===== config.mk =====
export PLATFORM = sky130hd
export DESIGN_NAME = i2s_rx_lock_controller
export DESIGN_NICKNAME = d
export VERILOG_FILES = /design/src/rtl/i2s_rx_lock_controller.sv
export SDC_FILE = /design/constraint.sdc
export NUM_CORES = 1
export LEC_CHECK = 0
export BUFFER_PORTS_ARGS = -buffer_cell sky130_fd_sc_hd__buf_4
export CAP_MARGIN = 20
export CORE_MARGIN = 2
export CORE_UTILIZATION = 36
export DETAILED_ROUTE_END_ITERATION = 8
export REMOVE_ABC_BUFFERS = 1
export SLEW_MARGIN = 20
export SYNTH_ARGS = -nofsm -noshare
export SYNTH_HDL_FRONTEND = slang
export SYNTH_SLANG_ARGS = --single-unit
export TNS_END_PERCENT = 10

===== constraint.sdc =====
create_clock -name clk -period 2.8 [get_ports clk]
set_input_delay 0.28 -clock clk [delete_from_list [all_inputs] [get_ports clk]]
set_output_delay 0.28 -clock clk [all_outputs]
set_load 0.005 [all_outputs]

===== src/rtl/i2s_rx_lock_controller.sv =====
// i2s_rx_lock_controller: frame-lock qualification and L/R pairing for I2S receive.
// Ports: clk, reset_n (sync, active low), enable; l/r_valid_in strobes with
//   l/r_data_in and bit_cnt_in from the converter; out_valid/out_ready with
//   out_left/out_right stereo handshake; locked, mute, err_count, err_clear, overflow.
module i2s_rx_lock_controller #(
    parameter int unsigned EXP_BIT_CNT    = 31,
    parameter int unsigned LOCK_FRAMES    = 4,
    parameter int unsigned LOSS_ERRORS    = 2,
    parameter int unsigned TIMEOUT_CYCLES = 4096
) (
    input  logic        clk,
    input  logic        reset_n,
    input  logic        enable,
    input  logic        l_valid_in,
    input  logic        r_valid_in,
    input  logic [23:0] l_data_in,
    input  logic [23:0] r_data_in,
    input  logic [7:0]  bit_cnt_in,
    output logic        out_valid,
    input  logic        out_ready,
    output logic [23:0] out_left,
    output logic [23:0] out_right,
    output logic        locked,
    output logic        mute,
    output logic [15:0] err_count,
    input  logic        err_clear,
    output logic        overflow
);

    localparam int unsigned TW = $clog2(TIMEOUT_CYCLES);

    typedef enum logic [1:0] {
        S_IDLE, S_SEARCH, S_ACQUIRE, S_LOCKED
    } state_e;

    typedef enum logic [1:0] {
        SIDE_NONE, SIDE_L, SIDE_R
    } side_e;

    state_e      state_q, state_d;
    side_e       side_q, side_d;
    logic        half_q, half_d;
    logic [3:0]  good_q, good_d;
    logic [3:0]  bad_q, bad_d;
    logic [TW-1:0] to_q, to_d;
    logic [23:0] lhold_q, lhold_d;
    logic [23:0] left_q, left_d;
    logic [23:0] right_q, right_d;
    logic        valid_q, valid_d;
    logic        locked_q, mute_q;
    logic [15:0] err_q, err_d;
    logic        ovf_q, ovf_d;

    logic strobe, cnt_ok, to_hit;
    logic bad_ev, good_l, good_f;
    logic err_inc, ovf_set;

    assign strobe = l_valid_in | r_valid_in;
    assign cnt_ok = (bit_cnt_in == 8'(EXP_BIT_CNT));
    assign to_hit = !strobe && (to_q == TW'(TIMEOUT_CYCLES - 1));

    always_comb begin
        state_d = state_q;
        side_d  = side_q;
        half_d  = half_q;
        good_d  = good_q;
        bad_d   = bad_q;
        lhold_d = lhold_q;
        left_d  = left_q;
        right_d = right_q;
        valid_d = valid_q;
        to_d    = to_q + TW'(1);
        bad_ev  = 1'b0;
        good_l  = 1'b0;
        good_f  = 1'b0;
        err_inc = 1'b0;
        ovf_set = 1'b0;

        if (strobe || to_hit) to_d = '0;

        // A frame is L then R; an orphan R after an
        // aborted frame is ignored, a repeated R is not.
        if (l_valid_in && r_valid_in) begin
            bad_ev = 1'b1;
            side_d = SIDE_NONE;
        end else if (l_valid_in) begin
            side_d = SIDE_L;
            if (!cnt_ok || half_q) bad_ev = 1'b1;
            else                   good_l = 1'b1;
        end else if (r_valid_in) begin
            side_d = SIDE_R;
            if (side_q == SIDE_R || (half_q && !cnt_ok))
                bad_ev = 1'b1;
            else if (half_q)
                good_f = 1'b1;
        end else if (to_hit) begin
            side_d = SIDE_NONE;
        end

        if (bad_ev || to_hit || good_f) half_d = 1'b0;
        if (good_l) begin
            half_d  = 1'b1;
            lhold_d = l_data_in;
        end

        if (valid_q && out_ready) valid_d = 1'b0;

        unique case (state_q)
            S_IDLE: begin
                state_d = S_SEARCH;
                side_d  = SIDE_NONE;
                half_d  = 1'b0;
                good_d  = '0;
                bad_d   = '0;
                to_d    = '0;
                lhold_d = lhold_q;
            end
            S_SEARCH: begin
                // silence here is expected, not an error
                err_inc = bad_ev;
                if (good_l) begin
                    state_d = S_ACQUIRE;
                    good_d  = '0;
                end
            end
            S_ACQUIRE: begin
                err_inc = bad_ev || to_hit;
                if (bad_ev || to_hit) begin
                    state_d = S_SEARCH;
                end else if (good_f) begin
                    good_d = good_q + 4'd1;
                    if (good_q + 4'd1 == 4'(LOCK_FRAMES)) begin
                        state_d = S_LOCKED;
                        bad_d   = '0;
                    end
                end
            end
            S_LOCKED: begin
                err_inc = bad_ev || to_hit;
                if (good_f) begin
                    bad_d   = '0;
                    left_d  = lhold_q;
                    right_d = r_data_in;
                    valid_d = 1'b1;
                    ovf_set = valid_q && !out_ready;
                end else if (bad_ev || to_hit) begin
                    bad_d = bad_q + 4'd1;
                    if (bad_q + 4'd1 == 4'(LOSS_ERRORS))
                        state_d = S_SEARCH;
                end
            end
            default: state_d = S_IDLE;
        endcase

        if (!enable) begin
            state_d = S_IDLE;
            side_d  = SIDE_NONE;
            half_d  = 1'b0;
            good_d  = '0;
            bad_d   = '0;
            to_d    = '0;
            lhold_d = lhold_q;
            left_d  = left_q;
            right_d = right_q;
            err_inc = 1'b0;
            ovf_set = 1'b0;
        end

        if (state_d != S_LOCKED) valid_d = 1'b0;

        // clear beats a same-cycle error or overwrite
        err_d = err_q;
        if (err_clear)
            err_d = '0;
        else if (err_inc && err_q != 16'hFFFF)
            err_d = err_q + 16'd1;

        ovf_d = err_clear ? 1'b0 : (ovf_q | ovf_set);
    end

    always_ff @(posedge clk) begin
        if (!reset_n) begin
            state_q  <= S_IDLE;
            side_q   <= SIDE_NONE;
            half_q   <= 1'b0;
            good_q   <= '0;
            bad_q    <= '0;
            to_q     <= '0;
            lhold_q  <= '0;
            left_q   <= '0;
            right_q  <= '0;
            valid_q  <= 1'b0;
            locked_q <= 1'b0;
            mute_q   <= 1'b1;
            err_q    <= '0;
            ovf_q    <= 1'b0;
        end else begin
            state_q  <= state_d;
            side_q   <= side_d;
            half_q   <= half_d;
            good_q   <= good_d;
            bad_q    <= bad_d;
            to_q     <= to_d;
            lhold_q  <= lhold_d;
            left_q   <= left_d;
            right_q  <= right_d;
            valid_q  <= valid_d;
            locked_q <= (state_q == S_LOCKED);
            mute_q   <= (state_q != S_LOCKED);
            err_q    <= err_d;
            ovf_q    <= ovf_d;
        end
    end

    assign out_valid = valid_q;
    assign out_left  = left_q;
    assign out_right = right_q;
    assign locked    = locked_q;
    assign mute      = mute_q;
    assign err_count = err_q;
    assign overflow  = ovf_q;

endmodule

# Yosys cells after proc, flatten, opt, wreduce, memory -nomap -nowiden
# Cells that the tools add are included.
[word_totals] register_bits=117 inputBits=63 output_inout_bits=68 elab_cells=117
[classes] addsub=4 eq_ne=16 n_mux=45 bitwise=5 n_reduce_logical=32
[ops] cell="two-way mux 4 bit" n=8
[ops] cell="one-hot mux 4 bit (3 select lines)" n=2
[ops] cell="two-way mux 1 bit" n=23
[ops] cell="two-way mux 2 bit" n=10
[ops] cell="adder 16 x 1 -> 16 bit (second input constant)" n=1
[ops] cell="inequality test 16 bit (second input constant)" n=1
[ops] cell="adder 12 x 1 -> 12 bit (second input constant)" n=1
[ops] cell="== test 12 bit (second input constant)" n=1
[ops] cell="inequality test 2 bit (second input constant)" n=6
[ops] cell="nonzero test 3 bit" n=3
[ops] cell="adder 4 x 1 -> 4 bit (second input constant)" n=2
[ops] cell="== test 8 x 5 -> 1 bit (second input constant)" n=1
[ops] cell="one-hot mux 2 bit (4 select lines)" n=1
[ops] cell="OR reduction 4 bit" n=2
[ops] cell="== test 2 bit (second input constant)" n=3
[ops] cell="logical AND 1 bit" n=6
[ops] cell="AND reduction 3 bit" n=2
[ops] cell="OR reduction 2 bit" n=3
[ops] cell="logical OR 1 bit" n=5
[ops] cell="AND reduction 5 bit" n=1
[ops] cell="OR reduction 5 bit" n=1
[ops] cell="== test 4 x 2 -> 1 bit (second input constant)" n=1
[ops] cell="== test 4 x 3 -> 1 bit (second input constant)" n=1
[ops] cell="AND reduction 4 bit" n=1
[ops] cell="10 further kinds" n=16

# Longest topological paths before layout
# Gate-level depths: netlist (run 1).
[depth] depth_word=15 ltp_mapped=9 ltp_nobuf=7

# Least setup slack after synthesis (run 1)
# No wires, ideal clock.
[synth_path] kind="in2reg" startpoint="in bit_cnt_in[5]" endpoint="reg valid_q (netlist: out_valid)" setup_time_ns=0.134 arrival_time_ns=2.070 required_time_ns=2.666 path_slack_ns=0.596 path_stages=5 path_cell_list="or4b_4 -> or4_1 -> nor3b_2 -> o41ai_1 -> nor3_1"
[synth_via] elab_chain_cells=15 word_cells_on_any_way=29 cone_classes="eq/ne (2); mux (21); reduce/logical (6)"
[synth_rtl] item="start: declaration" line="18" source="input logic [7:0] bit_cnt_in,"
[synth_rtl] item="== test 8 x 5 -> 1 bit *" line="59" source="assign cnt_ok = (bit_cnt_in == 8'(EXP_BIT_CNT));"
[synth_rtl] item="zero test 1 bit *" line="88, 92"
[synth_rtl] item="logical AND 1 bit" line="92" source="if (side_q == SIDE_R || (half_q && !cnt_ok))"
[synth_rtl] item="logical OR 1 bit" line="92"
[synth_rtl] item="two-way mux 1 bit" line="92"
[synth_rtl] item="two-way mux 1 bit" line="90" source="end else if (r_valid_in) begin"
[synth_rtl] item="two-way mux 1 bit" line="86" source="end else if (l_valid_in) begin"
[synth_rtl] item="two-way mux 1 bit" line="83" source="if (l_valid_in && r_valid_in) begin"
[synth_rtl] item="logical OR 1 bit" line="128, 146"
[synth_rtl] item="two-way mux 2 bit" line="146" source="end else if (bad_ev || to_hit) begin"
[synth_rtl] item="two-way mux 2 bit" line="140" source="if (good_f) begin"
[synth_rtl] item="one-hot mux 2 bit (4 select lines)" line="108" source="unique case (state_q)"
[synth_rtl] item="two-way mux 2 bit" line="155" source="if (!enable) begin"
[synth_rtl] item="inequality test 2 bit" line="169" source="if (state_d != S_LOCKED) valid_d = 1'b0;"
[synth_rtl] item="OR reduction 2 bit (no source line)"
[synth_rtl] item="end signal: assignment" line="207" source="valid_q <= valid_d;"
[synth_rtl] item="end: declaration" line="49" source="logic valid_q, valid_d;"
# Every way passes the cells marked *; elsewhere a longest branch is shown, timed or not.
# A chain may end at the register's enable or synchronous reset.

# Final worst setup path (run 1)
[layout_path] startpoint="reg to_q[0]" endpoint="reg err_q[10] (netlist: err_count[10])"
[layout_via] elab_chain_cells=6
[layout_rtl] item="start: declaration" line="45" source="logic [TW-1:0] to_q, to_d;"
[layout_rtl] item="start signal: assignment" line="203" source="to_q <= to_d;"
[layout_rtl] item="== test 12 bit" line="60" source="assign to_hit = !strobe && (to_q == TW'(TIMEOUT_CYCLES - 1));"
[layout_rtl] item="logical AND 1 bit" line="60"
[layout_rtl] item="logical OR 1 bit" line="127, 139"
[layout_rtl] item="one-hot mux 1 bit (2 select lines)" line="108"
[layout_rtl] item="two-way mux 1 bit" line="155"
[layout_rtl] item="logical AND 1 bit" line="175" source="else if (err_inc && err_q != 16'hFFFF)"
[layout_rtl] item="end signal: assignment" line="210" source="err_q <= err_d;"
[layout_rtl] item="end: declaration" line="51" source="logic [15:0] err_q, err_d;"
# No other way between the ends.

==> report_table.html, run 1 <==
<table>
<tr><th>Metric</th><th>Value</th></tr>
<tr><th colspan="2">Critical path</th></tr>
<tr><td>Terminus of the critical flop-to-flop path</td><td>err_count[10]</td></tr>
<tr><td>Worst setup path start</td><td>to_q[0]</td></tr>
<tr><td>Worst flop-to-flop path startpoint</td><td>to_q[0]</td></tr>
<tr><td>Cell depth of the worst flop-to-flop path</td><td>7</td></tr>
<tr><td>Kind of start point of the critical path</td><td>flop</td></tr>
<tr><td>Critical setup path kind</td><td>flop to flop</td></tr>
<tr><td>Arr. time, crit path</td><td>2760 ps</td></tr>
<tr><td>Required @ worst endpoint</td><td>3110 ps</td></tr>
<tr><td>Worst R2R Setup Slack</td><td>340 ps</td></tr>
<tr><td>Kind of end point of the critical path</td><td>flop</td></tr>
<tr><td>Max Fanout on Critical Path</td><td>6</td></tr>
<tr><th colspan="2">Routing</th></tr>
<tr><td>Detailed-routing iteration count for the pre-antenna-repair pass</td><td>4</td></tr>
<tr><td>Initial DRC Count</td><td>239</td></tr>
<tr><td>Final wirelength</td><td>12300 um</td></tr>
<tr><td>Ratio of routed vias to standard cells</td><td>4.96</td></tr>
<tr><td>DRC violation count after routing</td><td>0</td></tr>
<tr><td>WL/cell</td><td>13.5 um</td></tr>
<tr><td>Number of nets with antenna violations after routing</td><td>0</td></tr>
<tr><td>Total via count after detailed routing</td><td>4495</td></tr>
<tr><th colspan="2">Clock tree</th></tr>
<tr><td>Clk sink count</td><td>117</td></tr>
<tr><td>Total clock buffers created by CTS</td><td>17</td></tr>
<tr><td>Max Buffers Root-to-Sink</td><td>2</td></tr>
<tr><td>CTS tree</td><td>done</td></tr>
<tr><td>Clock transition at the registers of the reported paths</td><td>50 ps</td></tr>
<tr><td>Number of gates resized after cts</td><td>0</td></tr>
<tr><td>Clock latency on the worst-skew pair</td><td>410 ps</td></tr>
<tr><td>H-tree level count</td><td>4</td></tr>
<tr><td>Number of post-CTS setup repair buffers</td><td>0</td></tr>
<tr><td>Hold bufs inserted after CTS</td><td>0</td></tr>
<tr><td>Clock tree root driver cell</td><td>clkbuf_16</td></tr>
<tr><th colspan="2">STA</th></tr>
<tr><td>Worst Clk Skew</td><td>7.83 ps</td></tr>
<tr><td>Final-report max-slew violation count</td><td>0</td></tr>
<tr><td>Total negative slack</td><td>0 ps</td></tr>
<tr><td>Worst hold slack after final layout</td><td>113 ps</td></tr>
<tr><td>Ratio of final minimum period to clock period</td><td>0.878</td></tr>
<tr><td>Setup repair after global routing missed its margin</td><td>no</td></tr>
<tr><td>Max frequency</td><td>407 MHz</td></tr>
<tr><td>Post-route minimum period</td><td>2460 ps</td></tr>
<tr><td>Headroom to the max-slew limit</td><td>0.593</td></tr>
<tr><td>Count of final setup violators</td><td>0</td></tr>
<tr><td>Hold violation total from the final report</td><td>0</td></tr>
<tr><td>Transition time at the pin with the least slew margin</td><td>610 ps</td></tr>
<tr><th colspan="2">Place</th></tr>
<tr><td>Port-buffer cells</td><td>130</td></tr>
<tr><td>Number of instances in the placed design</td><td>875</td></tr>
<tr><td>Placed Area</td><td>6110 um2</td></tr>
<tr><td>Post-detailed-placement half-perimeter wirelength</td><td>8430 um</td></tr>
<tr><td>RePlAce Congestion</td><td>0.828</td></tr>
<tr><th colspan="2">Power and ir drop</th></tr>
<tr><td>Power density relative to cell area</td><td>579 nW/um2</td></tr>
<tr><td>IR drop worst, VDD</td><td>0.405 mV</td></tr>
<tr><td>Leakage power total</td><td>2.53 nW</td></tr>
<tr><th colspan="2">Hold path</th></tr>
<tr><td>Hold Path End</td><td>side_q[0]</td></tr>
<tr><td>Path category of the worst min-delay check</td><td>input port to flop</td></tr>
<tr><td>Hold path startpoint</td><td>r_valid_in</td></tr>
<tr><td>Depth of the worst hold-timing path</td><td>2</td></tr>
<tr><th colspan="2">Logic synthesis</th></tr>
<tr><td>Number of storage elements in the synthesis netlist</td><td>117</td></tr>
<tr><td>Synthesized area divided by synthesized cell count</td><td>8.47 um2</td></tr>
<tr><td>Fraction of synthesis flops using an asynchronous set or reset pin</td><td>0</td></tr>
<tr><td>Number of enable-type register cells in the synthesized netlist</td><td>0</td></tr>
<tr><td>Summed instance area of the synthesized netlist</td><td>5010 um2</td></tr>
<tr><td>Portion of the post-synthesis area used by sequential elements</td><td>0.468</td></tr>
<tr><td>Post-Synthesis Cells</td><td>591</td></tr>
<tr><td>Distinct cell type count of the synthesized netlist</td><td>57</td></tr>
<tr><td>Dominant synthesized flop cell</td><td>dfxtp_1</td></tr>
<tr><td>Number of synthesis warnings</td><td>0</td></tr>
<tr><th colspan="2">Global routing</th></tr>
<tr><td>Initial antenna violation count</td><td>0</td></tr>
<tr><td>Pin count of the biggest net entering global routing</td><td>61</td></tr>
<tr><td>Global-route congestion overflow total</td><td>0</td></tr>
<tr><td>Number of global-route vias before repair</td><td>4032</td></tr>
<tr><td>Total routing usage reported by global routing</td><td>0.165</td></tr>
<tr><td>First-pass GRT wire length</td><td>19500 um</td></tr>
<tr><th colspan="2">Floorplanning</th></tr>
<tr><td>Core area</td><td>13700 um2</td></tr>
<tr><td>Floorplan row count</td><td>43</td></tr>
<tr><td>Die area</td><td>14900 um2</td></tr>
<tr><td>Horizontal die dimension</td><td>122 um</td></tr>
<tr><td>IO Pins</td><td>131</td></tr>
<tr><td>Die Y-Extent</td><td>122 um</td></tr>
<tr><td>Effective utilization at floorplan</td><td>0.365</td></tr>
<tr><th colspan="2">Final layout</th></tr>
<tr><td>Total non-filler cell area in the finished layout</td><td>6680 um2</td></tr>
<tr><td>Area growth, synth to finish</td><td>33.4%</td></tr>
<tr><td>Fraction of final layout cells sized beyond drive strength 1</td><td>0.265</td></tr>
<tr><td>Number of cells in the finished layout apart from fillers</td><td>907</td></tr>
<tr><td>Net count, final</td><td>782</td></tr>
<tr><td>Number of inserted diodes</td><td>0</td></tr>
<tr><th colspan="2">Job</th></tr>
<tr><td># Max-Cap Violations</td><td>0</td></tr>
<tr><th colspan="2">Run status</th></tr>
<tr><td>Outcome</td><td>completed</td></tr>
</table>
-- sequential cells by signal (all words and copies together), names as in the netlist --
name,count
err_count,16
out_left,24
locked,1
overflow,1
side_q,2
state_q,2
out_right,24
half_q,1
out_valid,1
mute,1
bad_q,4
good_q,4
to_q,12
lhold_q,24
-- layout by cell type (no fill, tap or decap), types with 10 or more instances in the layout --
cell type | synthesis | layout
o21ai_0 | 13 | 13
a21oi_1 | 22 | 22
clkbuf_16 | 0 | 17
nand3_1 | 18 | 17
a21boi_0 | 62 | 62
dfxtp_1 | 117 | 117
a21boi_2 | 10 | 10
buf_4 | 4 | 136
nor2_1 | 31 | 31
nand2_1 | 166 | 166
-- cell usage after synthesis (2+ instances only) --
cell type    n  share of area
nand2_1    166           0.12
and4_1       3         0.0052
nor2_1      31          0.023
dfxtp_1    117           0.47
mux2i_1      2         0.0040
xor2_1       4         0.0070
nand4_1      6         0.0075
ha_1         5          0.012
inv_1        6         0.0045
o22ai_1      2         0.0025
buf_4        4         0.0060
or3_1        9          0.011
a21boi_0    62          0.093
nor4_1       3         0.0037
o21a_1       2         0.0030
and2_1       3         0.0037
xnor2_1      9          0.016
o31ai_1      3         0.0045
a211o_1      2         0.0035
nor3_1       8         0.0080
nand3_1     18          0.018
buf_8        2         0.0060
a211oi_1     2         0.0030
and3_1       7         0.0087
a31oi_1      4         0.0050
clkbuf_1    22          0.016
or4_1        4         0.0060
nor2b_1      5         0.0062
nand2b_1     4         0.0050
a21boi_2    10          0.022
a21oi_1     22          0.022
a31o_2       5         0.0087
o21ai_0     13          0.013
buf_2        3         0.0030
-- through the flow --
step	setup WS, ps	power (mW)	util
finish	341	3.87	0.487
global route	166	4.00	0.487
CTS	316	3.91	0.487
detailed placement	286	1.85	0.445
global placement	358	1.84	0.445
floorplan	40.2	1.75	-
-- how the worst max path moves through the flow --
stage / slack (ps) / cells after the start / end
after detailed placement: 290 / 8 / out_left[23]
after floorplan: 40 / 6 / out_left[10]
after global placement: 360 / 6 / out_valid
after global routing: 170 / 7 / err_count[10]
after CTS: 320 / 7 / err_count[10]
final: 340 / 7 / err_count[10]
-- cell families after synthesis --
logic type	Yosys count	synth area share
DFF	117	0.468
buffers and inverters	39	0.0390
adders and majority gates	5	0.0125
AOI/OAI and AO/OA	135	0.196
and+or+nand+nor	279	0.256
xor gates and xnor gates	13	0.0227
muxes	3	0.00625
-- critical path: stages (launching register included) --
cell and delay, ps:
dfxtp_1 360, ha_1 200, nand3_1 220, nor4_1 480, nand3_1 200, a211oi_1 530
a21oi_1 140, a31o_2 220
-- metal layers --
metal	track usage	up-vias	part of all wire
met5	0	-	0
met4	0.0668	0	0.016
met3	0.0412	16	0.061
met2	0.257	137	0.45
met1	0.219	2078	0.48
li1	-	2264	-
-- power by group --
part	switching (mW)	internal (mW)
Clock	0.727	1.33
Combinational	0.0587	0.0819
Sequential	0.00204	1.67
-- area by class of cell --
cell class,instances,area [um2]
clock buffers,24,502
clock inverters,8,72.6
fillers,1383,7040
inverters,6,22.5
multi-input cells,435,2480
flip-flops and latches,117,2340
well taps,180,225
repair buffers,137,1040
(Power assumes the default switching activity.)
==> run 2: changes to the inputs <==
--- a/config.mk
+++ b/config.mk
@@ -7,9 +7,12 @@
 export LEC_CHECK = 0
 export BUFFER_PORTS_ARGS = -buffer_cell sky130_fd_sc_hd__buf_4
 export CAP_MARGIN = 20
+export CELL_PAD_IN_SITES_DETAIL_PLACEMENT = 0
+export CELL_PAD_IN_SITES_GLOBAL_PLACEMENT = 1
 export CORE_MARGIN = 2
 export CORE_UTILIZATION = 36
 export DETAILED_ROUTE_END_ITERATION = 8
+export PLACE_DENSITY_LB_ADDON = 0.1
 export REMOVE_ABC_BUFFERS = 1
 export SLEW_MARGIN = 20
 export SYNTH_ARGS = -nofsm -noshare
==> run 2 against run 1 <==
- total power is 4.9% higher
- flip-flop and latch count did not move
- global-route usage is 0.078 points higher
- register-to-register slack about the same
- wire length is 0.52% lower
- clock skew fell by 3.6 ps
- sequential power about the same
- cell area rose by 0.64%
- final cell count unchanged
- critical endpoint unchanged
- largest power group unchanged
==> report_table.html, run 2 (same netlist as run 1, synthesis figures left out) <==
<table>
<tr><th>Metric</th><th>Value</th></tr>
<tr><th colspan="2">STA</th></tr>
<tr><td>Max frequency</td><td>408 MHz</td></tr>
<tr><td>Transition time at the pin with the least slew margin</td><td>636 ps</td></tr>
<tr><td>Headroom to the max-slew limit</td><td>0.576</td></tr>
<tr><td>Setup repair after global routing missed its margin</td><td>no</td></tr>
<tr><td>Count of final setup violators</td><td>0</td></tr>
<tr><td>Hold violation total from the final report</td><td>0</td></tr>
<tr><td>Final-report max-slew violation count</td><td>0</td></tr>
<tr><td>Worst Clk Skew</td><td>4.19 ps</td></tr>
<tr><td>Total negative slack</td><td>0 ps</td></tr>
<tr><td>Ratio of final minimum period to clock period</td><td>0.876</td></tr>
<tr><td>Post-route minimum period</td><td>2450 ps</td></tr>
<tr><th colspan="2">Clock tree</th></tr>
<tr><td>Clock latency on the worst-skew pair</td><td>410 ps</td></tr>
<tr><td>Total clock buffers created by CTS</td><td>17</td></tr>
<tr><td>Number of post-CTS setup repair buffers</td><td>0</td></tr>
<tr><td>Number of gates resized after cts</td><td>0</td></tr>
<tr><td>Max Buffers Root-to-Sink</td><td>2</td></tr>
<tr><td>CTS tree</td><td>done</td></tr>
<tr><td>Hold bufs inserted after CTS</td><td>0</td></tr>
<tr><td>Clock tree root driver cell</td><td>clkbuf_16</td></tr>
<tr><td>Clk sink count</td><td>117</td></tr>
<tr><td>H-tree level count</td><td>4</td></tr>
<tr><td>Clock transition at the registers of the reported paths</td><td>50 ps</td></tr>
<tr><th colspan="2">Power and ir drop</th></tr>
<tr><td>Total internal power</td><td>3.28 mW</td></tr>
<tr><td>Net Switching</td><td>0.780 mW</td></tr>
<tr><td>Comb power frac</td><td>0.035</td></tr>
<tr><td>Power density relative to cell area</td><td>603 nW/um2</td></tr>
<tr><td>Flop pwr share</td><td>0.412</td></tr>
<tr><td>Leakage power total</td><td>2.54 nW</td></tr>
<tr><td>Switching Fraction</td><td>0.192</td></tr>
<tr><td>Clock network fraction of total power</td><td>0.553</td></tr>
<tr><td>IR drop worst, VDD</td><td>0.438 mV</td></tr>
<tr><th colspan="2">Floorplanning</th></tr>
<tr><td>IO Pins</td><td>131</td></tr>
<tr><td>Die Y-Extent</td><td>122 um</td></tr>
<tr><td>Effective utilization at floorplan</td><td>0.365</td></tr>
<tr><td>Die area</td><td>14900 um2</td></tr>
<tr><td>Core area</td><td>13700 um2</td></tr>
<tr><td>Floorplan row count</td><td>43</td></tr>
<tr><td>Horizontal die dimension</td><td>122 um</td></tr>
<tr><th colspan="2">Final layout</th></tr>
<tr><td>Total non-filler cell area in the finished layout</td><td>6730 um2</td></tr>
<tr><td>Area growth, synth to finish</td><td>34.3%</td></tr>
<tr><td>Number of inserted diodes</td><td>0</td></tr>
<tr><td>Most used cells in the layout excluding fill and tap cells</td><td>nand2_1 (166), buf_4 (136), dfxtp_1 (117)</td></tr>
<tr><td>Fill cell instance count of the final layout</td><td>1312</td></tr>
<tr><td>Total area of multi-input combinational cells</td><td>2480 um2</td></tr>
<tr><td>Commonest non-fill, non-tap cell in the layout</td><td>nand2_1</td></tr>
<tr><td>Fraction of final layout cells sized beyond drive strength 1</td><td>0.264</td></tr>
<tr><td>Area occupied by registers</td><td>2340 um2</td></tr>
<tr><td>Net count, final</td><td>782</td></tr>
<tr><th colspan="2">Routing</th></tr>
<tr><td>WL/cell</td><td>13.4 um</td></tr>
<tr><td>Number of nets with antenna violations after routing</td><td>0</td></tr>
<tr><td>Initial DRC Count</td><td>241</td></tr>
<tr><td>Ratio of routed vias to standard cells</td><td>4.89</td></tr>
<tr><td>Total via count after detailed routing</td><td>4436</td></tr>
<tr><td>Final wirelength</td><td>12200 um</td></tr>
<tr><td>Detailed-routing iteration count for the pre-antenna-repair pass</td><td>4</td></tr>
<tr><td>DRC violation count after routing</td><td>0</td></tr>
<tr><th colspan="2">Critical path</th></tr>
<tr><td>Critical setup path kind</td><td>flop to flop</td></tr>
<tr><td>Arr. time, crit path</td><td>2760 ps</td></tr>
<tr><td>Max Fanout on Critical Path</td><td>6</td></tr>
<tr><td>Kind of start point of the critical path</td><td>flop</td></tr>
<tr><td>Kind of end point of the critical path</td><td>flop</td></tr>
<tr><td>Required @ worst endpoint</td><td>3100 ps</td></tr>
<tr><th colspan="2">Global routing</th></tr>
<tr><td>Pin count of the biggest net entering global routing</td><td>59</td></tr>
<tr><td>Initial antenna violation count</td><td>0</td></tr>
<tr><td>Total routing usage reported by global routing</td><td>0.166</td></tr>
<tr><td>Number of global-route vias before repair</td><td>4073</td></tr>
<tr><td>First-pass GRT wire length</td><td>19300 um</td></tr>
<tr><td>Global-route congestion overflow total</td><td>0</td></tr>
<tr><th colspan="2">Place</th></tr>
<tr><td>Port-buffer cells</td><td>130</td></tr>
<tr><td>RePlAce Congestion</td><td>0.800</td></tr>
<tr><td>Post-detailed-placement half-perimeter wirelength</td><td>8360 um</td></tr>
<tr><td>Placed Area</td><td>6110 um2</td></tr>
<tr><th colspan="2">Run status</th></tr>
<tr><td>Outcome</td><td>completed</td></tr>
<tr><th colspan="2">Job</th></tr>
<tr><td># Max-Cap Violations</td><td>0</td></tr>
<tr><th colspan="2">Hold path</th></tr>
<tr><td>Path category of the worst min-delay check</td><td>input port to flop</td></tr>
</table>
[run 2: cell types whose count changed in the layout (fill, tap and decap cells not counted), sizes merged]
cell and change:
clkinv -2, clkinvlp +1, bufinv +3, clkbuf -2
[run 2: worst paths after layout]
path                    from  cells after the start  slack [ps]             to
hold reg to reg      to_q[0]                      1         450        to_q[0]
setup / recovery     to_q[0]                      7         350  err_count[10]
setup reg to reg     to_q[0]                      7         350  err_count[10]
hold / removal    r_valid_in                      2         100      side_q[0]
[run 2: worst max-delay path: stages (launching register included)]
cell and delay [ps]:
dfxtp_1 350, ha_1 190, nand3_1 210, nor4_1 480, nand3_1 210, a211oi_1 540, a21oi_1 140, a31o_2 220
[run 2: power by group through the flow]
stage	logic [mW]	clock network, mW	registers, mW
global placement	0.142	0	1.70
detailed placement	0.142	0	1.70
global route	0.153	2.39	1.67
finish	0.142	2.24	1.67
floorplan	0.0458	0	1.70
CTS	0.143	2.30	1.67
[run 2: per-stage QoR]
step	utilization	hold WS [ps]	power [mW]	setup WS, ps	cells
3_3_place_gp	0.445	427	1.85	328	875
2_1_floorplan	-	359	1.75	40.2	558
4_1_cts	0.490	89.9	4.12	278	907
6_report	0.490	102	4.06	347	907
3_5_place_dp	0.445	440	1.85	283	875
5_1_grt	0.490	91.6	4.21	111	907
[run 2: layer usage]
layer | vias to the layer above | global-route usage | part of all wire
li1 | 2267 | - | -
met1 | 2055 | 0.202 | 0.46
met2 | 97 | 0.277 | 0.47
met3 | 17 | 0.0548 | 0.054
met4 | 0 | 0.0539 | 0.013
met5 | - | 0 | 0
[run 2: final cells by class]
cell class	instances	share of cell area
Timing Repair Buffer	137	0.155
Tap cell	180	0.0335
Clock inverter	10	0.0227
Sequential cell	117	0.348
Inverter	6	0.00335
Clock buffer	22	0.0690
Multi-Input combinational cell	435	0.368
==> run 3: changes to the inputs <==
--- a/config.mk
+++ b/config.mk
@@ -13,7 +13,6 @@
 export CORE_UTILIZATION = 36
 export DETAILED_ROUTE_END_ITERATION = 8
 export PLACE_DENSITY_LB_ADDON = 0.1
-export REMOVE_ABC_BUFFERS = 1
 export SLEW_MARGIN = 20
 export SYNTH_ARGS = -nofsm -noshare
 export SYNTH_HDL_FRONTEND = slang
==> run 3 against run 2 <==
- wire length rose by 2.6%
- worst hold slack improved by 6.6 ps
- die area did not move
- utilization fell by 0.93 points
- final cell count fell by 0.55%
- register-to-register slack improved by 100 ps
- total power fell by 9.6%
- sequential share of layout area rose by 0.67 points
- flip-flop and latch count did not move
- cell area fell by 1.9%
- clock-buffer cell count did not move
- largest cell class unchanged
==> report_table.html, run 3 (same netlist as run 1, synthesis figures left out) <==
<table>
<tr><th>Metric</th><th>Value</th></tr>
<tr><th colspan="2">Routing</th></tr>
<tr><td>Total via count after detailed routing</td><td>4394</td></tr>
<tr><td>Initial DRC Count</td><td>220</td></tr>
<tr><td>Ratio of routed vias to standard cells</td><td>4.87</td></tr>
<tr><td>Final wirelength</td><td>12500 um</td></tr>
<tr><td>WL/cell</td><td>13.9 um</td></tr>
<tr><td>Detailed-routing iteration count for the pre-antenna-repair pass</td><td>4</td></tr>
<tr><td>Number of nets with antenna violations after routing</td><td>0</td></tr>
<tr><td>DRC violation count after routing</td><td>0</td></tr>
<tr><th colspan="2">Run status</th></tr>
<tr><td>Outcome</td><td>completed</td></tr>
<tr><th colspan="2">Floorplanning</th></tr>
<tr><td>Core area</td><td>13700 um2</td></tr>
<tr><td>IO Pins</td><td>131</td></tr>
<tr><td>Floorplan row count</td><td>43</td></tr>
<tr><td>Horizontal die dimension</td><td>122 um</td></tr>
<tr><td>Die Y-Extent</td><td>122 um</td></tr>
<tr><td>Die area</td><td>14900 um2</td></tr>
<tr><td>Effective utilization at floorplan</td><td>0.365</td></tr>
<tr><th colspan="2">Global routing</th></tr>
<tr><td>Initial antenna violation count</td><td>0</td></tr>
<tr><td>Global-route congestion overflow total</td><td>0</td></tr>
<tr><td>Number of global-route vias before repair</td><td>4047</td></tr>
<tr><td>First-pass GRT wire length</td><td>20300 um</td></tr>
<tr><td>Pin count of the biggest net entering global routing</td><td>61</td></tr>
<tr><td>Total routing usage reported by global routing</td><td>0.175</td></tr>
<tr><th colspan="2">Final layout</th></tr>
<tr><td>Number of inserted diodes</td><td>0</td></tr>
<tr><td>Area growth, synth to finish</td><td>31.7%</td></tr>
<tr><td>Fraction of final layout cells sized beyond drive strength 1</td><td>0.259</td></tr>
<tr><td>Commonest non-fill, non-tap cell in the layout</td><td>nand2_1</td></tr>
<tr><td>Most used cells in the layout excluding fill and tap cells</td><td>nand2_1 (166), buf_4 (135), dfxtp_1 (117)</td></tr>
<tr><td>Number of cells in the finished layout apart from fillers</td><td>902</td></tr>
<tr><td>Total non-filler cell area in the finished layout</td><td>6600 um2</td></tr>
<tr><td>Net count, final</td><td>781</td></tr>
<tr><td>Fill cell instance count of the final layout</td><td>1365</td></tr>
<tr><th colspan="2">Clock tree</th></tr>
<tr><td>Clock transition at the registers of the reported paths</td><td>50 ps</td></tr>
<tr><td>Clock tree root driver cell</td><td>clkbuf_16</td></tr>
<tr><td>Number of post-CTS setup repair buffers</td><td>0</td></tr>
<tr><td>H-tree level count</td><td>4</td></tr>
<tr><td>Number of gates resized after cts</td><td>0</td></tr>
<tr><td>Total clock buffers created by CTS</td><td>17</td></tr>
<tr><td>CTS tree</td><td>done</td></tr>
<tr><td>Hold bufs inserted after CTS</td><td>0</td></tr>
<tr><td>Max Buffers Root-to-Sink</td><td>2</td></tr>
<tr><td>Clk sink count</td><td>117</td></tr>
<tr><td>Clock latency on the worst-skew pair</td><td>410 ps</td></tr>
<tr><th colspan="2">Job</th></tr>
<tr><td># Max-Cap Violations</td><td>0</td></tr>
<tr><th colspan="2">Place</th></tr>
<tr><td>RePlAce Congestion</td><td>0.806</td></tr>
<tr><td>Number of instances in the placed design</td><td>874</td></tr>
<tr><td>Post-detailed-placement half-perimeter wirelength</td><td>8460 um</td></tr>
<tr><td>Placed Area</td><td>6100 um2</td></tr>
<tr><td>Port-buffer cells</td><td>130</td></tr>
<tr><td>Worst-case setup slack after placement</td><td>304 ps</td></tr>
<tr><th colspan="2">Logic synthesis</th></tr>
<tr><td>Nets in the synthesized netlist</td><td>659</td></tr>
<tr><th colspan="2">Power and ir drop</th></tr>
<tr><td>IR drop worst, VDD</td><td>0.371 mV</td></tr>
<tr><td>Power density relative to cell area</td><td>556 nW/um2</td></tr>
<tr><td>Leakage power total</td><td>2.48 nW</td></tr>
<tr><th colspan="2">STA</th></tr>
<tr><td>Worst Clk Skew</td><td>9.33 ps</td></tr>
<tr><td>Total negative slack</td><td>0 ps</td></tr>
<tr><td>Least setup slack across all paths after layout</td><td>447 ps</td></tr>
<tr><td>Count of final setup violators</td><td>0</td></tr>
<tr><td>Final-report max-slew violation count</td><td>0</td></tr>
<tr><td>Transition time at the pin with the least slew margin</td><td>630 ps</td></tr>
<tr><td>Headroom to the max-slew limit</td><td>0.576</td></tr>
<tr><td>Ratio of final minimum period to clock period</td><td>0.840</td></tr>
<tr><td>Post-route minimum period</td><td>2350 ps</td></tr>
<tr><td>Setup repair after global routing missed its margin</td><td>no</td></tr>
<tr><td>Hold violation total from the final report</td><td>0</td></tr>
<tr><td>Max frequency</td><td>425 MHz</td></tr>
<tr><td>Worst hold slack after final layout</td><td>109 ps</td></tr>
<tr><th colspan="2">Hold path</th></tr>
<tr><td>Depth of the worst hold-timing path</td><td>2</td></tr>
<tr><td>Hold Path End</td><td>side_q[0]</td></tr>
<tr><td>Path category of the worst min-delay check</td><td>input port to flop</td></tr>
<tr><td>Hold path startpoint</td><td>r_valid_in</td></tr>
<tr><th colspan="2">Critical path</th></tr>
<tr><td>Required @ worst endpoint</td><td>3110 ps</td></tr>
<tr><td>Cell depth of the worst flop-to-flop path</td><td>7</td></tr>
<tr><td>Peak per-stage delay on the critical path</td><td>520 ps</td></tr>
<tr><td>Worst flop-to-flop path startpoint</td><td>to_q[0]</td></tr>
<tr><td>Max Fanout on Critical Path</td><td>6</td></tr>
<tr><td>Terminus of the critical flop-to-flop path</td><td>err_count[10]</td></tr>
<tr><td>Worst R2R Setup Slack</td><td>450 ps</td></tr>
<tr><td>Critical path, cell by cell</td><td>ha_1 &gt; nand3_1 &gt; nor4_1 &gt; nand3_1 &gt; a211oi_1 &gt; a21oi_1 &gt; a31o_2</td></tr>
<tr><td>Crit path top cell by count</td><td>nand3_1</td></tr>
<tr><td>Slowest stage cell, crit path</td><td>a211oi_1</td></tr>
<tr><td>Arr. time, crit path</td><td>2660 ps</td></tr>
<tr><td>Critical setup path kind</td><td>flop to flop</td></tr>
<tr><td>Kind of end point of the critical path</td><td>flop</td></tr>
<tr><td>Kind of start point of the critical path</td><td>flop</td></tr>
</table>
[run 3: cell count changes in the layout (fill, tap and decap cells not counted)]
cell	change
bufinv_16	-4
buf_4	-1
[run 3: routing by layer]
layer / vias to the layer above / global-route usage / share of wire
li1: 2265 / - / -
met5: - / 0 / 0
met2: 99 / 0.272 / 0.46
met4: 0 / 0.0632 / 0.011
met3: 12 / 0.0576 / 0.056
met1: 2018 / 0.227 / 0.48
[run 3: cell type report]
type / count / area (um2) / share of cell area
Clock inverter: 6 / 32.5 / 0.00493
Inverter: 6 / 22.5 / 0.00341
Clock buffer: 22 / 464 / 0.0704
Sequential cell: 117 / 2340 / 0.355
Tap cell: 180 / 225 / 0.0341
Timing Repair Buffer: 136 / 1030 / 0.157
Multi-Input combinational cell: 435 / 2480 / 0.375
[run 3: how the worst max path moves through the flow]
stage	startpoint	to	slack, ps
after CTS	to_q[0]	err_count[10]	390
final	to_q[0]	err_count[10]	450
after global placement	bit_cnt_in[5]	out_valid	320
after floorplan	bit_cnt_in[5]	out_valid	600
after global routing	to_q[0]	err_count[10]	180
after detailed placement	bit_cnt_in[5]	out_right[11]	300
[run 3: through the flow]
stage | util | power [mW]
floorplan | - | 1.76
detailed placement | 0.445 | 1.85
global placement | 0.445 | 1.85
finish | 0.481 | 3.67
CTS | 0.481 | 3.73
global route | 0.481 | 3.81
[run 3: power by group]
part / internal (mW) / total [mW] / leakage (nW) / switching (mW)
combinational: 0.0820 / 0.143 / 1.29 / 0.0609
sequential: 1.67 / 1.67 / 0.942 / 0.00198
clock: 1.14 / 1.85 / 0.247 / 0.711
[run 3: worst max-delay path: cells and delay by family (launching register included)]
family,cells,cell delay (ps)
AOI/OAI and AO/OA,3,870
DFF,1,350
and+or+nand+nor,3,840
adders and majority gates,1,190
